--- config.mk ---
export PLATFORM = sky130hd
export DESIGN_NAME = hack_sequencer
export DESIGN_NICKNAME = d
export VERILOG_FILES = /design/src/rtl/hack_sequencer.sv
export SDC_FILE = /design/constraint.sdc
export NUM_CORES = 1
export LEC_CHECK = 0
export CORE_ASPECT_RATIO = 1.1
export CORE_MARGIN = 1
export CORE_UTILIZATION = 45
export DETAILED_ROUTE_END_ITERATION = 8
export HOLD_SLACK_MARGIN = 0.08
export PLACE_DENSITY = 0.74
export SYNTH_ARGS = -nofsm -noshare
export SYNTH_HDL_FRONTEND = slang
export SYNTH_HIERARCHICAL = 1
export SYNTH_SLANG_ARGS = --single-unit
--- constraint.sdc ---
create_clock -name i_clk -period 5.2 [get_ports i_clk]
set_input_delay 1.04 -clock i_clk [delete_from_list [all_inputs] [get_ports i_clk]]
set_output_delay 1.04 -clock i_clk [all_outputs]
set_load 0.02 [all_outputs]
--- src/rtl/hack_sequencer.sv ---
// rtl/hack_sequencer.sv - Multi-cycle Hack CPU control unit with A/D/PC registers and ALU
//
// hack_alu       : combinational Hack ALU (x, y, zx/nx/zy/ny/f/no -> out, zr, ng)
// hack_sequencer : FETCH/DECODE/LOAD/EXEC/STORE sequencer
//   i_clk, i_reset                                   clock, async active-high reset
//   o_imem_req, o_imem_addr, i_imem_rdata, i_imem_ack instruction fetch handshake
//   o_dmem_req, o_dmem_we, o_dmem_addr, o_dmem_wdata,
//   i_dmem_rdata, i_dmem_ack                         data memory handshake
//   o_pc, o_a_out, o_d_out                           committed PC, A and D
//   o_instr_done                                     one-cycle pulse after each commit

module hack_alu (
   input  logic [15:0] i_x,
   input  logic [15:0] i_y,
   input  logic        i_zx,
   input  logic        i_nx,
   input  logic        i_zy,
   input  logic        i_ny,
   input  logic        i_f,
   input  logic        i_no,
   output logic [15:0] o_out,
   output logic        o_zr,
   output logic        o_ng
);
   logic [15:0] w_x;
   logic [15:0] w_y;
   logic [15:0] w_f;

   always_comb begin
      w_x = i_zx ? 16'h0000 : i_x;
      if (i_nx) w_x = ~w_x;
      w_y = i_zy ? 16'h0000 : i_y;
      if (i_ny) w_y = ~w_y;
      w_f = i_f ? (w_x + w_y) : (w_x & w_y);
   end

   assign o_out = i_no ? ~w_f : w_f;
   assign o_zr  = (o_out == 16'h0000);
   assign o_ng  = o_out[15];
endmodule

module hack_sequencer (
   input  logic        i_clk,
   input  logic        i_reset,
   output logic        o_imem_req,
   output logic [14:0] o_imem_addr,
   input  logic [15:0] i_imem_rdata,
   input  logic        i_imem_ack,
   output logic        o_dmem_req,
   output logic        o_dmem_we,
   output logic [14:0] o_dmem_addr,
   output logic [15:0] o_dmem_wdata,
   input  logic [15:0] i_dmem_rdata,
   input  logic        i_dmem_ack,
   output logic [14:0] o_pc,
   output logic [15:0] o_a_out,
   output logic [15:0] o_d_out,
   output logic        o_instr_done
);
   typedef enum logic [2:0] {
      S_FETCH  = 3'd0,
      S_DECODE = 3'd1,
      S_LOAD   = 3'd2,
      S_EXEC   = 3'd3,
      S_STORE  = 3'd4
   } state_t;

   state_t      r_state;
   state_t      w_state_nxt;
   logic [14:0] r_pc;
   logic [15:0] r_a;
   logic [15:0] r_d;
   logic [15:0] r_ir;
   logic [15:0] r_mbuf;
   logic [15:0] r_res;
   logic        r_zr;
   logic        r_ng;
   logic        r_done;

   logic [15:0] w_alu_y;
   logic [15:0] w_alu_out;
   logic        w_alu_zr;
   logic        w_alu_ng;
   logic        w_commit;
   logic [15:0] w_cres;
   logic        w_czr;
   logic        w_cng;
   logic        w_jmp;
   logic [14:0] w_pc_inc;

   assign w_alu_y = r_ir[12] ? r_mbuf : r_a;

   hack_alu u_alu (
      .i_x   (r_d),
      .i_y   (w_alu_y),
      .i_zx  (r_ir[11]),
      .i_nx  (r_ir[10]),
      .i_zy  (r_ir[9]),
      .i_ny  (r_ir[8]),
      .i_f   (r_ir[7]),
      .i_no  (r_ir[6]),
      .o_out (w_alu_out),
      .o_zr  (w_alu_zr),
      .o_ng  (w_alu_ng)
   );

   // Commit source: live ALU result when committing straight from EXEC,
   // otherwise the values latched in EXEC (STORE path).
   always_comb begin
      w_state_nxt = r_state;
      w_commit    = 1'b0;
      w_cres      = r_res;
      w_czr       = r_zr;
      w_cng       = r_ng;
      case (r_state)
         S_FETCH: begin
            if (i_imem_ack) w_state_nxt = S_DECODE;
         end
         S_DECODE: begin
            if (!r_ir[15]) begin
               w_commit    = 1'b1;
               w_state_nxt = S_FETCH;
            end else if (r_ir[12]) begin
               w_state_nxt = S_LOAD;
            end else begin
               w_state_nxt = S_EXEC;
            end
         end
         S_LOAD: begin
            if (i_dmem_ack) w_state_nxt = S_EXEC;
         end
         S_EXEC: begin
            if (r_ir[3]) begin
               w_state_nxt = S_STORE;
            end else begin
               w_commit    = 1'b1;
               w_cres      = w_alu_out;
               w_czr       = w_alu_zr;
               w_cng       = w_alu_ng;
               w_state_nxt = S_FETCH;
            end
         end
         S_STORE: begin
            if (i_dmem_ack) begin
               w_commit    = 1'b1;
               w_state_nxt = S_FETCH;
            end
         end
         default: w_state_nxt = S_FETCH;
      endcase
   end

   assign w_jmp    = (r_ir[2] & w_cng) | (r_ir[1] & w_czr) | (r_ir[0] & ~w_czr & ~w_cng);
   assign w_pc_inc = r_pc + 15'd1;

   always_ff @(posedge i_clk or posedge i_reset) begin
      if (i_reset) begin
         r_state <= S_FETCH;
         r_pc    <= 15'd0;
         r_a     <= 16'd0;
         r_d     <= 16'd0;
         r_ir    <= 16'd0;
         r_mbuf  <= 16'd0;
         r_res   <= 16'd0;
         r_zr    <= 1'b0;
         r_ng    <= 1'b0;
         r_done  <= 1'b0;
      end else begin
         r_state <= w_state_nxt;
         r_done  <= w_commit;
         if (r_state == S_FETCH && i_imem_ack) r_ir <= i_imem_rdata;
         if (r_state == S_LOAD && i_dmem_ack) r_mbuf <= i_dmem_rdata;
         if (r_state == S_EXEC) begin
            r_res <= w_alu_out;
            r_zr  <= w_alu_zr;
            r_ng  <= w_alu_ng;
         end
         if (w_commit) begin
            if (!r_ir[15]) begin
               r_a  <= {1'b0, r_ir[14:0]};
               r_pc <= w_pc_inc;
            end else begin
               // r_a on the right-hand side is still the pre-write A.
               if (r_ir[5]) r_a <= w_cres;
               if (r_ir[4]) r_d <= w_cres;
               r_pc <= w_jmp ? r_a[14:0] : w_pc_inc;
            end
         end
      end
   end

   // Requests are gated by reset so they drop in the same cycle reset rises.
   assign o_imem_req   = (r_state == S_FETCH) & ~i_reset;
   assign o_imem_addr  = r_pc;
   assign o_dmem_req   = ((r_state == S_LOAD) | (r_state == S_STORE)) & ~i_reset;
   assign o_dmem_we    = (r_state == S_STORE);
   assign o_dmem_addr  = r_a[14:0];
   assign o_dmem_wdata = r_res;
   assign o_pc         = r_pc;
   assign o_a_out      = r_a;
   assign o_d_out      = r_d;
   assign o_instr_done = r_done;
endmodule

### Word level (Yosys, flattened, before mapping)

Index checks and enable logic that the tools add are counted.

* register bits: 101
* output and inout bits: 97

* add/subtract/negate cells: 2
* equality and inequality tests: 8
* muxes and demuxes: 28
* bitwise logic cells: 16
* reduce and logical (&&, ||, !) cells: 7

Operator list (count)
* 16-bit two-way mux: 11
* 16-bit NOT: 3
* 15-bit two-way mux: 2
* 16-bit adder: 1
* 16-bit bitwise AND: 1
* 16-bit zero test: 1
* 15-bit by 1-bit adder with 15-bit output (second input constant): 1
* 3-bit case mux with 5 select lines: 1
* 3-bit two-way mux: 4
* 1-bit two-way mux: 8
* 1-bit bitwise AND: 6
* 3-bit by 2-bit == test with 1-bit output (second input constant): 2
* 2-bit != test (second input constant): 3
* 3-bit AND reduction: 2
* 3-bit by 1-bit == test with 1-bit output (second input constant): 1
* 3-bit == test (second input constant): 1
* 3-bit zero test: 1
* 1-bit NOT: 3
* 1-bit bitwise OR: 3
* 1-bit case mux with 3 select lines: 1
* 1-bit logical AND: 2
* 2-bit two-way mux: 1
* 2-bit by 1-bit != test with 1-bit output (second input constant): 1
* 2-bit AND reduction: 1

### Longest topological paths before layout

Gate-level depths: netlist of the first run.

* word-level depth: 17
* gate-level depth with buffers: 20

### Modules after synthesis

Netlist of the first run, hierarchy kept.

Modules (own cells, without submodules)
* hack_sequencer: times used 1, cells each 436, area each 5021.1 µm², seq. area each 2527.4 µm²
* hack_alu: times used 1, cells each 267, area each 1906.8 µm², seq. area each 0.0 µm²

### Worst setup path before layout of the first run

No wires, ideal clock.

* kind: register -> register
* start: register r_ir[8]
* end: register r_pc[9] (netlist: o_imem_addr[9])
* library setup time: 0.135 ns
* arrival: 5.290 ns
* required time: 5.065 ns
* path slack: -0.225 ns
* cell stages (with the launch flop): 20
* buffers on the path: 3
* period minus slack after synthesis: 5.425 ns
* path through: dfrtp_1 clkbuf_1 clkbuf_1 xnor2_1 ha_1 fa_1 a211oi_4 o2111a_1 a311o_1 o21ai_0 or4b_1 a221o_1 or4b_1 nor4_2 nor3b_1 mux2_2 o31ai_4 buf_6 mux2i_1 o22ai_1

* word-level cells in the longest chain between the ends: 14

RTL lines
* start: declaration: line 73 `logic [15:0] r_ir;`
* start signal: assignment: line 171 `if (r_state == S_FETCH && i_imem_ack) r_ir <= i_imem_rdata;`
* 16-bit two-way mux (*): line 33 `if (i_ny) w_y = ~w_y;`
* 16-bit adder or 16-bit bitwise AND (tied branches): line 34 `w_f = i_f ? (w_x + w_y) : (w_x & w_y);`
* 16-bit two-way mux (*): line 34
* 16-bit NOT: line 37 `assign o_out = i_no ? ~w_f : w_f;`
* 16-bit two-way mux (*): line 37
* 16-bit zero test (*): line 38 `assign o_zr = (o_out == 16'h0000);`
* net w_alu_zr: line 82 `logic w_alu_zr;`
* 1-bit two-way mux (*): line 133 `if (r_ir[3]) begin`
* 1-bit two-way mux (*): line 115 `case (r_state)`
* 1-bit NOT: line 153 `assign w_jmp = (r_ir[2] & w_cng) | (r_ir[1] & w_czr) | (r_ir[0] & ~w_czr & ~w_cng);`
* 1-bit bitwise AND (2 in a row): line 153
* 1-bit bitwise OR (*): line 153
* 15-bit two-way mux (*): line 186 `r_pc <= w_jmp ? r_a[14:0] : w_pc_inc;`
* 15-bit two-way mux (*): line 179 `if (!r_ir[15]) begin`
* end signal: assignment: line 181 `r_pc <= w_pc_inc;`
* end signal: assignment: line 186
* end: declaration: line 70 `logic [14:0] r_pc;`

The timed path passes the listed nets; every way through them passes the cells marked *.
A chain may end at the register's enable or synchronous reset.

### Worst setup path in the final report of the first run

* start: register r_ir[12]
* end: register r_pc[6] (netlist: o_imem_addr[6])

* word-level cells in the longest chain between the ends: 17

RTL lines
* 16-bit two-way mux (*): line 91 `assign w_alu_y = r_ir[12] ? r_mbuf : r_a;`
* net w_alu_y[3]: line 80 `logic [15:0] w_alu_y;`
* 16-bit two-way mux (*): line 32 `w_y = i_zy ? 16'h0000 : i_y;`
* 16-bit NOT: line 33
* 16-bit two-way mux (*): line 33
* 16-bit adder or 16-bit bitwise AND (tied branches): line 34
* 16-bit two-way mux (*): line 34
* 16-bit NOT: line 37
* [2 not listed]
* net w_alu_zr: line 82
* 1-bit two-way mux (*): line 133
* 1-bit two-way mux (*): line 115
* 1-bit NOT: line 153
* 1-bit bitwise AND (2 in a row): line 153
* 1-bit bitwise OR (*): line 153
* 15-bit two-way mux (*): line 186
* 15-bit two-way mux (*): line 179

Marks and branches as above.

==> out/metrics.csv, run 1 <==
stage,metric,value,unit
outcome,status,"complete, but fails checks",
outcome,failing checks,negative setup slack,
clock_tree,htree depth,3,
sta,Tmin final,5.38,ns
sta,slew at the pin closest to its max-slew limit,1.00,ns
place,pre-CTS setup slack,-0.223,ns
sta,Final period util,103,%
clock_tree,hold bufs inserted after CTS,0,
global_routing,first-pass GRT wire length,31.8,mm
yosys,register area share after synthesis,36.5,%
final_layout,fin util,61.5,%
sta,Pins Over Slew Limit,0,
sta,final hold vios,0,
setup_path,CP max stage cell,or4b_4,
yosys,Async SR Flop Fraction,100,%
yosys,synth top area cells,"dfrtp_1 36%, mux2_2 13%, xnor2_1 6.1%",
global_routing,largest net degree at the start of global routing,81,
floorplanning,Die Y,132,µm
setup_path,CP max FO,7,
yosys,leading area contributor after synthesis,dfrtp_1,
floorplanning,DIE AREA,15900,µm²
setup_path,buffer and inverter count on the worst path,4,
setup_path,Worst EP arrival,5.61,ns
floorplanning,Rows,47,
yosys,Most used DFF post-synth,dfrtp_1,
yosys,synthesized area per cell,9.85,µm²
global_routing,global route overflow,0,
global_routing,initial antenna violation count,0,
yosys,"count leader, synth",dfrtp_1,
routing,DR pass1 iterations,5,
final_layout,area delta synth->final,33.7,%
clock_tree,CTS Buf Count,9,
global_routing,total track usage,26.2,%
yosys,YS warnings,6,
yosys,Synth top cells by count,"101 x dfrtp_1, 83 x mux2_2, 53 x a21oi_1",
sta,top achievable clock speed,186,MHz
routing,1st-iter DRT viols,441,
setup_path,Crit Path Class,flip-flop to flip-flop,
routing,"antenna viol nets, final",0,
floorplanning,Core ar.,15100,µm²
sta,Final Worst Setup Slack,-0.180,ns
floorplanning,io pins,133,
routing,wire length per cell,19.5,µm
sta,setup TNS,-1.48,ns
clock_tree,root buffer cell,clkbuf_16,
place,Final Wtd Congestion,0.897,
place,Post-DP Area,8610,µm²
setup_path,Worst path max stage delay,0.53,ns
yosys,synthesis-stage register bit count,101,
yosys,Post-synth EDFFs,0,
setup_path,Top Family by Delay on Critical Path,simple AND/OR/NAND/NOR gates,
place,HPWL after DPL,15.3,mm
yosys,Post-Synthesis Cells,703,
sta,unrepaired setup endpoints after global routing,yes,
clock_tree,"Reg clk slew, reported paths",0.07,ns
place,I/O Buffers,132,
sta,final setup vio count,15,
yosys,post-synth top area share,36.5,%
worst_hold_path,Hold Crit Class,flip-flop to flip-flop,
clock_tree,CTS tree,yes,
final_layout,layout cell share with drive strength beyond 1,25.8,%
clock_tree,worst-case clock buffer depth,2,
routing,vias post-DR,6011,
final_layout,ANT cells,0,
yosys,Cell variety after synth,78,
yosys,Syn Nets,757,
final_layout,nets@finish,913,
floorplanning,Initial Util,46.0,%
global_routing,vias in the first global route,6001,
setup_path,CP Launch Type,flip-flop,
job,Max-cap violations,0,
setup_path,CP Capture Type,flip-flop,
clock_tree,Clock Latency Late Sink,0.36,ns
clock_tree,clock sinks,101,
sta,worst rel slew slack,33.1,%
floorplanning,Die X-Extent,120,µm
routing,Routed WL,20.7,mm
setup_path,CP cell instances,"buf_6, mux2_2, nand2b_1, xnor2_1, ha_2, a211oi_4, buf_4, or4_4, nand2_4, o22ai_4, or4_4, a221o_1, or4b_4, nor4_4, buf_4, nor3b_2, mux2_4, buf_6, o311a_4, a311oi_2, a21oi_1",
setup_path,"Req. time, crit path",5.43,ns
routing,Vias/cell,5.67,
routing,# DRC,0,
final_layout,Finished Cell Area,9260,µm²
sta,clk_skew,0.0113,ns
yosys,Mapped Area,6930,µm²
-- layout by cell type, fill, tap and decap left out, types with 5 or more instances in the layout --
master | Yosys | final
a21oi_1 | 53 | 53
a31oi_1 | 6 | 6
and3_1 | 5 | 5
buf_4 | 33 | 74
clkbuf_16 | 0 | 9
clkdlybuf4s50_1 | 0 | 132
dfrtp_1 | 101 | 101
ha_1 | 17 | 13
inv_1 | 14 | 13
mux2_2 | 83 | 78
mux2_4 | 0 | 5
mux2i_1 | 32 | 31
nand2_1 | 33 | 32
nand2b_1 | 42 | 39
nand3_1 | 14 | 14
nor2_1 | 50 | 50
nor2b_1 | 6 | 6
nor3_1 | 14 | 12
o21ai_0 | 16 | 13
o21ai_1 | 4 | 5
xnor2_1 | 48 | 45
-- per-stage QoR --
| step | cells | hold slack [ns] |
|---|---|---|
| 2_1_floorplan | 703 | 0.475 |
| 3_3_place_gp | 1032 | 0.485 |
| 3_5_place_dp | 1032 | 0.493 |
| 4_1_cts | 1058 | 0.511 |
| 5_1_grt | 1060 | 0.519 |
| 6_report | 1060 | 0.506 |
-- cell families after synthesis --
logic type | share of synthesized area, %
adder cells (fa/ha/maj) | 3.36
XOR/XNOR | 6.32
buffers and inverters | 6.83
multiplexers | 18.1
AO/OA/AOI/OAI | 13.1
flip-flops | 36.5
AND/OR/NAND/NOR | 15.8
-- worst register-to-register path: cells and delay by family, from the launching register on --
kind                       cells  cell delay, ns
DFF                            1            0.43
adders and majority gates      1            0.26
muxes                          2            0.64
buffers and inverters          4            0.58
xor gates and xnor gates       1            0.14
AOI/OAI and AO/OA              6            1.26
and+or+nand+nor                7            1.97
-- registers in the layout (all words and copies together) (netlist names) --
signal,flops
r_state,3
o_instr_done,1
r_mbuf,16
o_d_out,16
o_dmem_wdata,16
o_imem_addr,15
o_a_out,16
r_ng,1
r_zr,1
r_ir,16
-- what timing repair did --
item / 4_1_cts / 5_1_grt
pin swaps: 13 / 4
setup buffers: 7 / 3
resized for setup: 27 / 17
gates cloned: 3 / 0
endpoints found under the setup margin: 15 / 15
-- layer usage --
metal | global-route usage (%) | wire, µm | vias to the layer above
li1 | - | - | 2820
met1 | 32.2 | 8710 | 2942
met2 | 44.4 | 10200 | 204
met3 | 3.81 | 889 | 45
met4 | 13.7 | 845 | 0
met5 | 0 | 0 | -
-- cell type report --
| cell class | instances | area [µm²] |
|---|---|---|
| clock buffers | 10 | 239 |
| clock inverters | 6 | 66.3 |
| inverters | 15 | 58.8 |
| flip-flops and latches | 101 | 2530 |
| well taps | 196 | 245 |
| repair buffers | 213 | 2010 |
| multi-input cells | 519 | 4110 |
| fillers | 1253 | 5790 |
-- final timing paths --
check,from,slack (ns),endpoint,cells past startpoint
hold / removal,r_mbuf[10]$_DFFE_PP0P_,0.51,r_mbuf[10]$_DFFE_PP0P_,1
max in group asynchronous,i_reset,2.99,o_dmem_wdata[8]$_DFFE_PP0N_,3
min in group asynchronous,i_reset,1.34,r_mbuf[12]$_DFFE_PP0P_,2
setup reg to reg,r_ir[12]$_DFFE_PP0P_,-0.18,o_imem_addr[6]$_DFFE_PP0P_,21
setup / recovery,r_ir[12]$_DFFE_PP0P_,-0.18,o_imem_addr[6]$_DFFE_PP0P_,21
hold reg to reg,r_mbuf[10]$_DFFE_PP0P_,0.51,r_mbuf[10]$_DFFE_PP0P_,1
Power of run 1 is not shown: default switching activity piles up to over one toggle a cycle in this logic, so the estimate is an artifact.
==> run 2, diff against run 1 <==
--- a/config.mk
+++ b/config.mk
@@ -5,6 +5,7 @@
 export SDC_FILE = /design/constraint.sdc
 export NUM_CORES = 1
 export LEC_CHECK = 0
+export ABC_CLOCK_PERIOD_IN_PS = 5200
 export CORE_ASPECT_RATIO = 1.1
 export CORE_MARGIN = 1
 export CORE_UTILIZATION = 45
==> results of run 2 <==
No change in the layout: final DEF, timing and power equal those of run 1.
Power of run 2 is left out for the same reason.
==> run 3, diff against run 2 <==
--- a/config.mk
+++ b/config.mk
@@ -5,7 +5,6 @@
 export SDC_FILE = /design/constraint.sdc
 export NUM_CORES = 1
 export LEC_CHECK = 0
-export ABC_CLOCK_PERIOD_IN_PS = 5200
 export CORE_ASPECT_RATIO = 1.1
 export CORE_MARGIN = 1
 export CORE_UTILIZATION = 45
==> results of run 3 <==
No change in the layout: final DEF, timing and power equal those of run 1.
Power of run 3 is left out for the same reason.
